--- config.mk ---
export PLATFORM = sky130hd
export DESIGN_NAME = pipeline_hazard_ctrl
export DESIGN_NICKNAME = d
export VERILOG_FILES = /design/src/rtl/pipeline_hazard_ctrl.sv
export SDC_FILE = /design/constraint.sdc
export NUM_CORES = 1
export LEC_CHECK = 0
export CORE_ASPECT_RATIO = 0.8
export CORE_MARGIN = 2
export CORE_UTILIZATION = 60
export DETAILED_ROUTE_END_ITERATION = 8
export DONT_BUFFER_PORTS = 1
export GPL_TIMING_DRIVEN = 1
export PLACE_DENSITY = 0.73
export SYNTH_ARGS = -nofsm -noshare
export SYNTH_HDL_FRONTEND = slang
export SYNTH_SLANG_ARGS = --single-unit
--- constraint.sdc ---
create_clock -name clk -period 5.2 [get_ports clk]
set_input_delay 0.78 -clock clk [delete_from_list [all_inputs] [get_ports clk]]
set_output_delay 0.78 -clock clk [all_outputs]
set_load 0.005 [all_outputs]
--- src/rtl/pipeline_hazard_ctrl.sv ---
// Scoreboard-based hazard/flush controller for an in-order pipeline.
// Optional macro HAZARD_WB_BYPASS_EN: a same-cycle writeback to a source register does not stall.
module pipeline_hazard_ctrl (
    input  logic        clk,
    input  logic        reset,
    input  logic        id_valid,
    input  logic [4:0]  id_rs,
    input  logic [4:0]  id_rt,
    input  logic        id_uses_rt,
    input  logic        id_reg_write,
    input  logic [4:0]  id_rd,
    input  logic        wb_reg_write,
    input  logic [4:0]  wb_rd,
    input  logic        ex_branch_taken,
    output logic        pc_write_en,
    output logic        if_id_write_en,
    output logic        id_ex_bubble,
    output logic        if_id_flush,
    output logic [31:0] busy_mask,
    output logic [15:0] stall_count,
    output logic [1:0]  state
);

    typedef enum logic [1:0] {
        RUN   = 2'd0,
        STALL = 2'd1,
        FLUSH = 2'd2
    } state_e;

    state_e      state_q, state_d;
    logic [31:0] busy_q, busy_d;
    logic [15:0] stall_count_q, stall_count_d;

    logic wb_hit_rs, wb_hit_rt;
    logic rs_hazard, rt_hazard, hazard;
    logic flushing, stall_cycle, issue;

    always_comb begin
        wb_hit_rs = 1'b0;
        wb_hit_rt = 1'b0;
`ifdef HAZARD_WB_BYPASS_EN
        // Register file writes before it reads, so the pending value is visible this cycle.
        wb_hit_rs = wb_reg_write && (wb_rd != '0) && (wb_rd == id_rs);
        wb_hit_rt = wb_reg_write && (wb_rd != '0) && (wb_rd == id_rt);
`endif
    end

    always_comb begin
        rs_hazard   = (id_rs != '0) && busy_q[id_rs] && !wb_hit_rs;
        rt_hazard   = id_uses_rt && (id_rt != '0) && busy_q[id_rt] && !wb_hit_rt;
        hazard      = id_valid && (rs_hazard || rt_hazard);
        flushing    = ex_branch_taken || (state_q == FLUSH);
        stall_cycle = hazard && !flushing;
        issue       = id_valid && !hazard && (state_q != FLUSH) && !ex_branch_taken;
    end

    always_comb begin
        busy_d = busy_q;
        if (wb_reg_write && (wb_rd != '0)) begin
            busy_d[wb_rd] = 1'b0;
        end
        // Applied after the clear so a same-register set takes priority.
        if (issue && id_reg_write && (id_rd != '0)) begin
            busy_d[id_rd] = 1'b1;
        end
        busy_d[0] = 1'b0;
    end

    always_comb begin
        stall_count_d = stall_count_q;
        if (stall_cycle && (stall_count_q != '1)) begin
            stall_count_d = stall_count_q + 16'd1;
        end
    end

    always_comb begin
        state_d = RUN;
        case (state_q)
            RUN, STALL, FLUSH: begin
                if (ex_branch_taken) begin
                    state_d = FLUSH;
                end else if (hazard) begin
                    state_d = STALL;
                end else begin
                    state_d = RUN;
                end
            end
            default: state_d = RUN;
        endcase
    end

    always_comb begin
        pc_write_en    = 1'b1;
        if_id_write_en = 1'b1;
        id_ex_bubble   = 1'b0;
        if_id_flush    = 1'b0;
        if (!reset) begin
            pc_write_en    = 1'b0;
            if_id_write_en = 1'b0;
            id_ex_bubble   = 1'b1;
            if_id_flush    = 1'b1;
        end else if (flushing) begin
            id_ex_bubble   = 1'b1;
            if_id_flush    = 1'b1;
        end else if (hazard) begin
            pc_write_en    = 1'b0;
            if_id_write_en = 1'b0;
            id_ex_bubble   = 1'b1;
        end
    end

    always_ff @(posedge clk or negedge reset) begin
        if (!reset) begin
            state_q       <= RUN;
            busy_q        <= '0;
            stall_count_q <= '0;
        end else begin
            state_q       <= state_d;
            busy_q        <= busy_d;
            stall_count_q <= stall_count_d;
        end
    end

    always_comb begin
        busy_mask   = busy_q;
        stall_count = stall_count_q;
        state       = state_q;
    end

endmodule

==> impl_metrics.toml <==
[floorplan]
die_w_um = 80.2
die_area_sq_um = 5200
coreArea_sq_um = 4510
die_h_um = 64.9
rows = 22
initial_core_util = 0.617
ios = 81

[clock_tree]
cts.sinks = 49
cts_tree = "done"
clock_latency_ns = 0.30
cts_resized = 0
clockBufferDepth = 2
numCtsBuffers = 5
cts_root_buf = "clkbuf_8"
htreeDepth = 2
cts.clk_slew.worst_paths_ns = 0.09
ctsHoldBuffers = 0
postCtsSetupRepairBufs = 0

[timing]
fin_crit_sh = 0.613
fin_tns_setup_ns = 0
slew_headroom = 0.335
setup_violations = 0
fmax_mhz = 314
rsz0062_at_grt = "no"
worst_slew_pin_slew_ns = 0.983
skew_ns = 0.00475
hold_violations = 0
whs_ns = 0.164
period_needed_ns = 3.19
drv_slew = 0

[detailed_routing]
antenna_left = 0
drt-wirelength-per-cell_um = 21.8
first_pass_iters = 5
wirelength_um = 6950
drc = 0
vias = 2162
vias_per_cell = 6.78
first_iter_violations = 183

[placed_design]
placed_cells = 311
gp_congestion = 0.932
portBuffers = 0
dp_hpwl_um = 5140

[logic_synthesis]
yosysWarnings = 0
synth_commonest_cells = "64 x o21ai_0, 49 x dfrtp_1, 14 x mux2i_1, 14 x xnor2_1, 13 x nand2_1"
yosysMostFrequentCell = "o21ai_0"
synthesis.nets = 290
synth_cells = 262
async_flop_share = 1.00
synth.distinct_cells = 41
synthesis.area_sq_um = 2780
synth_top_area_frac = 0.440
synth_area_leaders = "dfrtp_1 44%, o21ai_0 12%, mux4_2 8.9%"
synth_top_cell_by_area = "dfrtp_1"
synth_ff_type = "dfrtp_1"
synth.avg_cell_area_sq_um = 10.6
synth.yosys.seq_area_share = 0.440
synth-edff-count = 0
synth_seq_cells = 49

[global_route]
grt_pass1_wl_um = 10800
grt_max_degree = 52
antenna_found_initial = 0
grt_use_total = 0.281
overflow = 0
grt_pass1_vias = 2104

[power]
finalPower_mw = 0.772
leakagePower_nw = 1.16
ir_drop_uv = 171
p_per_area_nw_per_um2 = 268

[finish]
fin_nets = 286
stdcell_count = 319
fill_cells = 363
area_growth_pct = 3.33
drive_gt1_frac = 0.108
antenna_cells = 0
final_core_util = 0.637

[worst_setup_path]
worstPathRequired_ns = 4.42
worstSetupPathType = "in2out"
path_max_fanout = 7
worst_setup_path_end_kind = "primary output"
reg2reg_slack_ns = 2.45
cp-start-kind = "input port"
r2r_start = "busy_mask[31]"
reg2reg_to = "busy_mask[9]"
r2r_cells = 7
arrival_ns = 2.41

[hold_path]
hold_class = "in2async"

[job]
maxCapViolCount = 0

[status]
status = "finished clean"
==> layout by cell type, fill, tap and decap left out, types with 9 or more instances in the layout <==
master,count
o21ai_0,64
dfrtp_1,49
mux2i_1,14
xnor2_1,14
nand2_1,13
nand3_1,12
mux4_2,11
nand4_1,10
nand3b_1,9
==> worst max path at each step <==
stage	start	endpoint	slack, ns
6_report	id_rt[1]	if_id_write_en	2.01
5_1_grt	busy_mask[30]	if_id_write_en	1.93
4_1_cts	id_rt[1]	if_id_write_en	2.01
3_5_place_dp	id_rt[1]	if_id_write_en	2.02
3_3_place_gp	id_rt[1]	if_id_write_en	2.07
2_1_floorplan	id_rs[0]	pc_write_en	1.86
==> routing by layer <==
metal  GRT usage  vias to the layer above  wire, um
met3       0.104                        8       827
met2       0.396                      127      3050
met5           0                        -         0
met4      0.0720                        0        88
met1       0.412                     1057      2980
li1            -                      970         -
==> critical path, stage by stage <==
cell	delay [ns]
mux2_2	0.31
a221oi_1	0.25
a21oi_1	0.09
o311ai_2	0.43
nand2_1	0.18
a21boi_0	0.36
==> where the power goes <==
| part | switching [mW] | internal (mW) | total, mW | leakage (nW) |
|---|---|---|---|---|
| clock | 0.126 | 0.108 | 0.234 | 0.0512 |
| combinational | 0.0459 | 0.0464 | 0.0924 | 0.434 |
| sequential | 0.0372 | 0.408 | 0.445 | 0.672 |
| total | 0.210 | 0.562 | 0.772 | 1.16 |
==> state kept, by name, indices dropped and copies added, names as in the netlist <==
signal / cells
busy_mask: 31
stall_count: 16
state: 2
==> layout make-up <==
class,count,area [sq um],area share
Clock buffer,6,82.6,0.0287
Clock inverter,2,13.8,0.00478
Inverter,3,11.3,0.00391
Multi-Input combinational cell,199,1470,0.510
Sequential cell,49,1230,0.426
Tap cell,60,75.1,0.0261
==> through the flow <==
step,cell area [sq um],setup WS (ns)
after floorplan,2780,1.86
after global placement,2780,2.07
after detailed placement,2780,2.02
after CTS,2880,2.01
after global routing,2880,1.93
final,2880,2.01
==> kinds of logic after synthesis <==
family          share of synthesized area
compound gates                      0.157
xor+xnor                           0.0472
fa+ha+maj                         0.00449
buf+inv                            0.0324
flops                               0.440
mux                                 0.151
other cells                       0.00135
simple gates                        0.166
Power figures use the tool's default switching activity.
==> edit 1: new RTL, config.mk and constraints unchanged <==
Build with the macro `HAZARD_WB_BYPASS_EN` defined.
--- a/src/rtl/pipeline_hazard_ctrl.sv
+++ b/src/rtl/pipeline_hazard_ctrl.sv
@@ -1,4 +1,6 @@
 // Scoreboard-based hazard/flush controller for an in-order pipeline.
 // Optional macro HAZARD_WB_BYPASS_EN: a same-cycle writeback to a source register does not stall.
+`define HAZARD_WB_BYPASS_EN
+
 module pipeline_hazard_ctrl (
     input  logic        clk,
Check against the original RTL: not equivalent (Yosys sat finds a counterexample within 4 cycles, from zero or initial values and one cycle with reset low).
==> edit 1 against the unedited design <==
Sequential cell count unchanged. Setup slack better by 0.018 ns. Critical path depth up 1. Total power up 9.2%. First-iteration DRC count down 22%. Final area up 8.2%. Largest cell class unchanged. Wire length up 12%. Combinational power up 17%. Synthesized area up 8.6%. Register-to-register slack better by 0.23 ns.
==> edit 1: results (changes against the unedited design) <==
- 26.06% — Sw Ratio, -1.1 points
- 2.39 ns — critical path arrival, -0.02 ns
- 219.6 uW — net load switching power, +4.8%
- 46 — count of different cell masters after synthesis, +12%
- 0.4137% — share of synthesized cell area in full adder, half adder and majority cells, -0.036 points
- 5 — number of buffers created by CTS, unchanged
- 143 — 1st-iter DRT viols, -22%
- clkbuf_8 — library cell used as clock root buffer
- 315 — # nets final, +10%
- 0 — Warnings, synthesis, unchanged
- 0.9490 — last weighted congestion value of the routability-driven placer, +1.9%
- dfrtp_1 41%, o21ai_0 10%, mux4_2 7.4%, mux2i_1 6.0%, xor2_1 3.8% — main area contributors after synthesis
- 455 uW — power consumed by sequential cells, +2%
- 12290 um — first-pass GRT wire length, +14%
- 7.240% — xor and xnor area share after synthesis, +2.5 points
- 7 — Register-to-Register Path Depth, unchanged
- 40.55% — sequential-to-total area share from yosys stat, -3.5 points
- 0 — cells resized by post-CTS repair, unchanged
- id_rt[0] — Setup crit start
- 100.0% — fraction of registers with async set/reset, unchanged
- 14.15% — share of cell area taken by muxes after synthesis, -1.0 points
- 11.81% — proportion of layout cells with a drive suffix above 1, +0.99 points
- 0.09 ns — clock transition at the registers of the reported paths, about the same
- 2411 — vias after detailed routing, +12%
- 0.001263 uW — leakage component of the power, +9.2%
- 0.01118 ns — final worst clock skew, +0.006433 ns
- 52 — maximum number of pins on one net before global-route repair, unchanged
- 2 — maximum buffer depth of the clock tree, unchanged
- 2 — CTS H-tree depth, unchanged
- 7800 um — total length of routed wires, +12%
- 0.002997 mm^2 — placed inst area, +7.8%
- busy_mask[13] — Crit Reg-Reg Startpoint
- 14.07% — area fraction in compound gates after synthesis, -1.6 points
- 5750 um — total half-perimeter wirelength after legalization and detailed placement, +12%
- 0.30 ns — clock latency at the later pin of the worst-skew pair, about the same
- 0.0002467 V — VDD IR max, +44%
- 0 — number of buffers inserted by port buffering, unchanged
- 0 — diode count, unchanged
- 62 x o21ai_0, 49 x dfrtp_1, 19 x nand2_1, 19 x nand3_1, 18 x mux2i_1 — Commonest cells post-synth
- 4 — First-pass DRT Iterations, -1
- 11 — largest fanout of any net on the critical path, +4
- 108 uW — power attributed to combinational cells, +17%
- 31 — number of flip-flops in the largest register, unchanged
- in -> async — class of the most critical hold timing path
- 63.86% — worst-case headroom to the max-slew limit, +30 points
- completed — outcome
- 28.74% — global-route usage over all layers, +0.59 points
- 0 — postcts setup bufs, unchanged
- 399 — fillers, +9.9%
edit 1: cell count changes in the layout (fill, tap and decap cells not counted), moves of 3 or more:
cell      unedited run  this run
nor3_2               0         4
mux2i_1             14        18
a31oi_1              1         4
nor2b_1              6         2
nor3_1               0         3
nand2_1             13        19
nor2_1               6         9
xor2_1               1        13
nand3b_1             9        12
nand3_1             12        19
nand4_1             10         5
edit 1: layer usage:
metal | part of all wire, % | global-route usage [%]
met4 | 1.9 | 10.45
met2 | 44 | 43.65
met3 | 11 | 10.88
met1 | 43 | 38.17
met5 | 0 | 0
edit 1: kinds of logic after synthesis:
group           count (synthesis)
fa+ha+maj                       1
xor+xnor                       25
compound gates                 76
other cells                     1
buf+inv                        21
mux                            30
simple gates                   93
flops                          49
edit 1: through the flow:
step                setup slack [ns]  util (%)  instances
global route                   1.911     63.26        350
detailed placement             2.015     60.89        342
floorplan                      1.805         -        296
global placement               2.046     60.89        342
finish                         2.031     63.26        350
CTS                            2.025     63.26        350
edit 1: worst max-delay path, cell delays in order:
cell and delay [ns]:
mux4_2 0.46, nor4b_1 0.26, a31oi_1 0.11, nand4b_4 0.13, o21ai_0 0.11, buf_4 0.20
a21boi_0 0.33
edit 1: final cells by class:
cell class,instances,area [um^2],area share (%)
multi-input cells,226,1670,53.66
repair buffers,1,7.507,0.2412
flip-flops and latches,49,1226,39.39
inverters,4,15.01,0.4823
clock buffers,7,86.33,2.773
well taps,62,77.57,2.492
clock inverters,1,30.03,0.9646
edit 1: final timing paths:
check | endpoint | slack, ns
hold reg to reg | stall_count[9] | 0.51
setup / recovery | pc_write_en | 2.03
min in group clk | stall_count[9] | 0.51
hold / removal | stall_count[4] | 0.16
setup reg to reg | busy_mask[29] | 2.68
max in group asynchronous | busy_mask[20] | 4.94
==> edit 2: new RTL, same flow settings <==
Made on the original files. Register the output `stall_count`, cleared by the reset; this adds one clock of latency there. The other outputs are not delayed to match.
--- a/src/rtl/pipeline_hazard_ctrl.sv
+++ b/src/rtl/pipeline_hazard_ctrl.sv
@@ -27,4 +27,6 @@
         FLUSH = 2'd2
     } state_e;
+
+    logic [15:0] stall_count_c;
 
     state_e      state_q, state_d;
@@ -124,6 +126,14 @@
     always_comb begin
         busy_mask   = busy_q;
-        stall_count = stall_count_q;
+        stall_count_c = stall_count_q;
         state       = state_q;
+    end
+
+    always_ff @(posedge clk or negedge reset) begin
+        if (!reset) begin
+            stall_count <= '0;
+        end else begin
+            stall_count <= stall_count_c;
+        end
     end
 
Behaviour: not the same (a bounded check fails within 4 cycles, from zero or initial values and one cycle with reset low).
==> edit 2 against the unedited design <==
Final area increased by 20%. Wire length grew 11%. Fmax is 9.1% lower. Total power grew 50%. Sequential cell count is 16 higher. Setup slack got worse by 0.32 ns. Register-to-register slack worse by 0.13 ns. Sequential power grew 32%. Critical path depth unchanged. Synthesized area up 16%. Critical path type is now reg -> out. Critical endpoint unchanged.
==> edit 2: results (changes against the unedited design) <==
- completed — outcome
- 50.49% — sequential-to-total area share from yosys stat, +6.4 points
- 0.003223 mm^2 — placed inst area, +16%
- 2 — maximum buffer depth of the clock tree, unchanged
- 0.008274 ns — final worst clock skew, +0.003524 ns
- 484 uW — power attributed to the clock group, +110%
- 43.36% — fraction of area in multi-input gates, -7.7 points
- 399 — fillers, +9.9%
- 0.07 ns — clock transition at the registers of the reported paths, -0.02 ns
- 240 — 1st-iter DRT viols, +31%
- 0 — cells resized by post-CTS repair, unchanged
- 68 — maximum number of pins on one net before global-route repair, +31%
- 0 — antenna violations before repair, unchanged
- 2329 — vias in the first global route, +11%
- 46 — count of different cell masters after synthesis, +12%
- 0.8864 — last weighted congestion value of the routability-driven placer, -4.8%
- 0.35 ns — clock latency at the later pin of the worst-skew pair, +0.05 ns
- dfrtp_1 50%, mux4_2 6.3%, o21ai_0 4.8%, o21ai_1 4.8%, mux2i_1 4.3% — main area contributors after synthesis
- 294 — number of cells produced by synthesis, +12%
- 47.14% — fraction of area in registers, +4.5 points
- 0 — Warnings, synthesis, unchanged
- 4.078% — xor and xnor area share after synthesis, -0.64 points
- 12.04% — share of cell area taken by muxes after synthesis, -3.1 points
- 873.5 uW — cell internal pwr, +55%
- 27.45% — global-route usage over all layers, -0.69 points
- 10 — final-layout clock buffer total, +4
- 65 — flip-flop and latch count after synthesis, +33%
- 5566 um — total half-perimeter wirelength after legalization and detailed placement, +8.2%
- 0.7787 ns — worst-margin pin slew, -0.2039 ns
- 22 — largest fanout of any net on the critical path, +15
- 0.3883% — share of synthesized cell area in full adder, half adder and majority cells, -0.061 points
- 12440 um — first-pass GRT wire length, +15%
- 3 — CTS H-tree depth, +1
- 1162 uW — total power of the final layout, +50%
- 13.24% — area fraction in compound gates after synthesis, -2.4 points
- 342 — number of placed instances with taps included, +10%
- 2481 — vias after detailed routing, +15%
- 209 — Multi-input comb cells, +5.0%
- 588 uW — power consumed by sequential cells, +32%
- 0 — diode count, unchanged
- 62 — tap cell count, +3.3%
- 0 — count of plain and timing-repair buffers in the layout, unchanged
- 65 x dfrtp_1, 31 x o21ai_0, 31 x o21ai_1 — Commonest cells post-synth
- 319 — # nets final, +12%
- 1.687 ns — Post-Place Setup Slack, -0.3335 ns
- a41o_1 — library cell contributing the largest single delay on the critical path
- 0.46 ns — stage delay of the slowest cell on the critical path, +0.03 ns
- 6.599% — fraction of area in clock buffers and inverters, +3.2 points
- 7739 um — total length of routed wires, +11%
- compound AO/OA/AOI/OAI gates — kind of cell with the highest combined delay on the critical path
- 9 — number of buffers created by CTS, +4
- 2.73 ns — critical path arrival, +0.32 ns
- 21.62 um — detail-routed net length per standard cell, -0.74%
- clkbuf_8 — library cell used as clock root buffer
- in -> async — class of the most critical hold timing path
- 6 — Logic inverters, +3
- 67.75% — utilization after layout, +4.0 points
- 0.0002484 V — VDD IR max, +45%
- 0.001505 uW — leakage component of the power, +30%
==> edit 2: cell types whose count changed in the layout (fill, tap and decap cells not counted), sizes merged, moves of 3 or more <==
cell,delta
o22ai,+3
and3,+6
inv,+4
nand2,-3
or3,+4
nand4,-4
nand3,+6
dfrtp,+16
nor2b,-4
clkbuf,+4
==> edit 2: final timing paths <==
path                                   start          endpoint  slack (ns)  depth (start not counted)
max                            busy_mask[14]    if_id_write_en        1.69                          6
min reg2reg                stall_count_c[12]   stall_count[12]        0.38                          0
min in group clk           stall_count_c[12]   stall_count[12]        0.38                          0
max reg2reg                    busy_mask[14]      busy_mask[8]        2.32                          7
max in group asynchronous              reset          state[0]        4.98                          0
min                                    reset  stall_count_c[9]        0.12                          0
==> edit 2: metal layers <==
layer	routed length [um]	global-route usage [%]	vias to the layer above
met3	749	7.976	10
li1	-	-	1104
met4	95	8.642	0
met5	0	0	-
met2	3391	38.16	125
met1	3503	41.55	1242
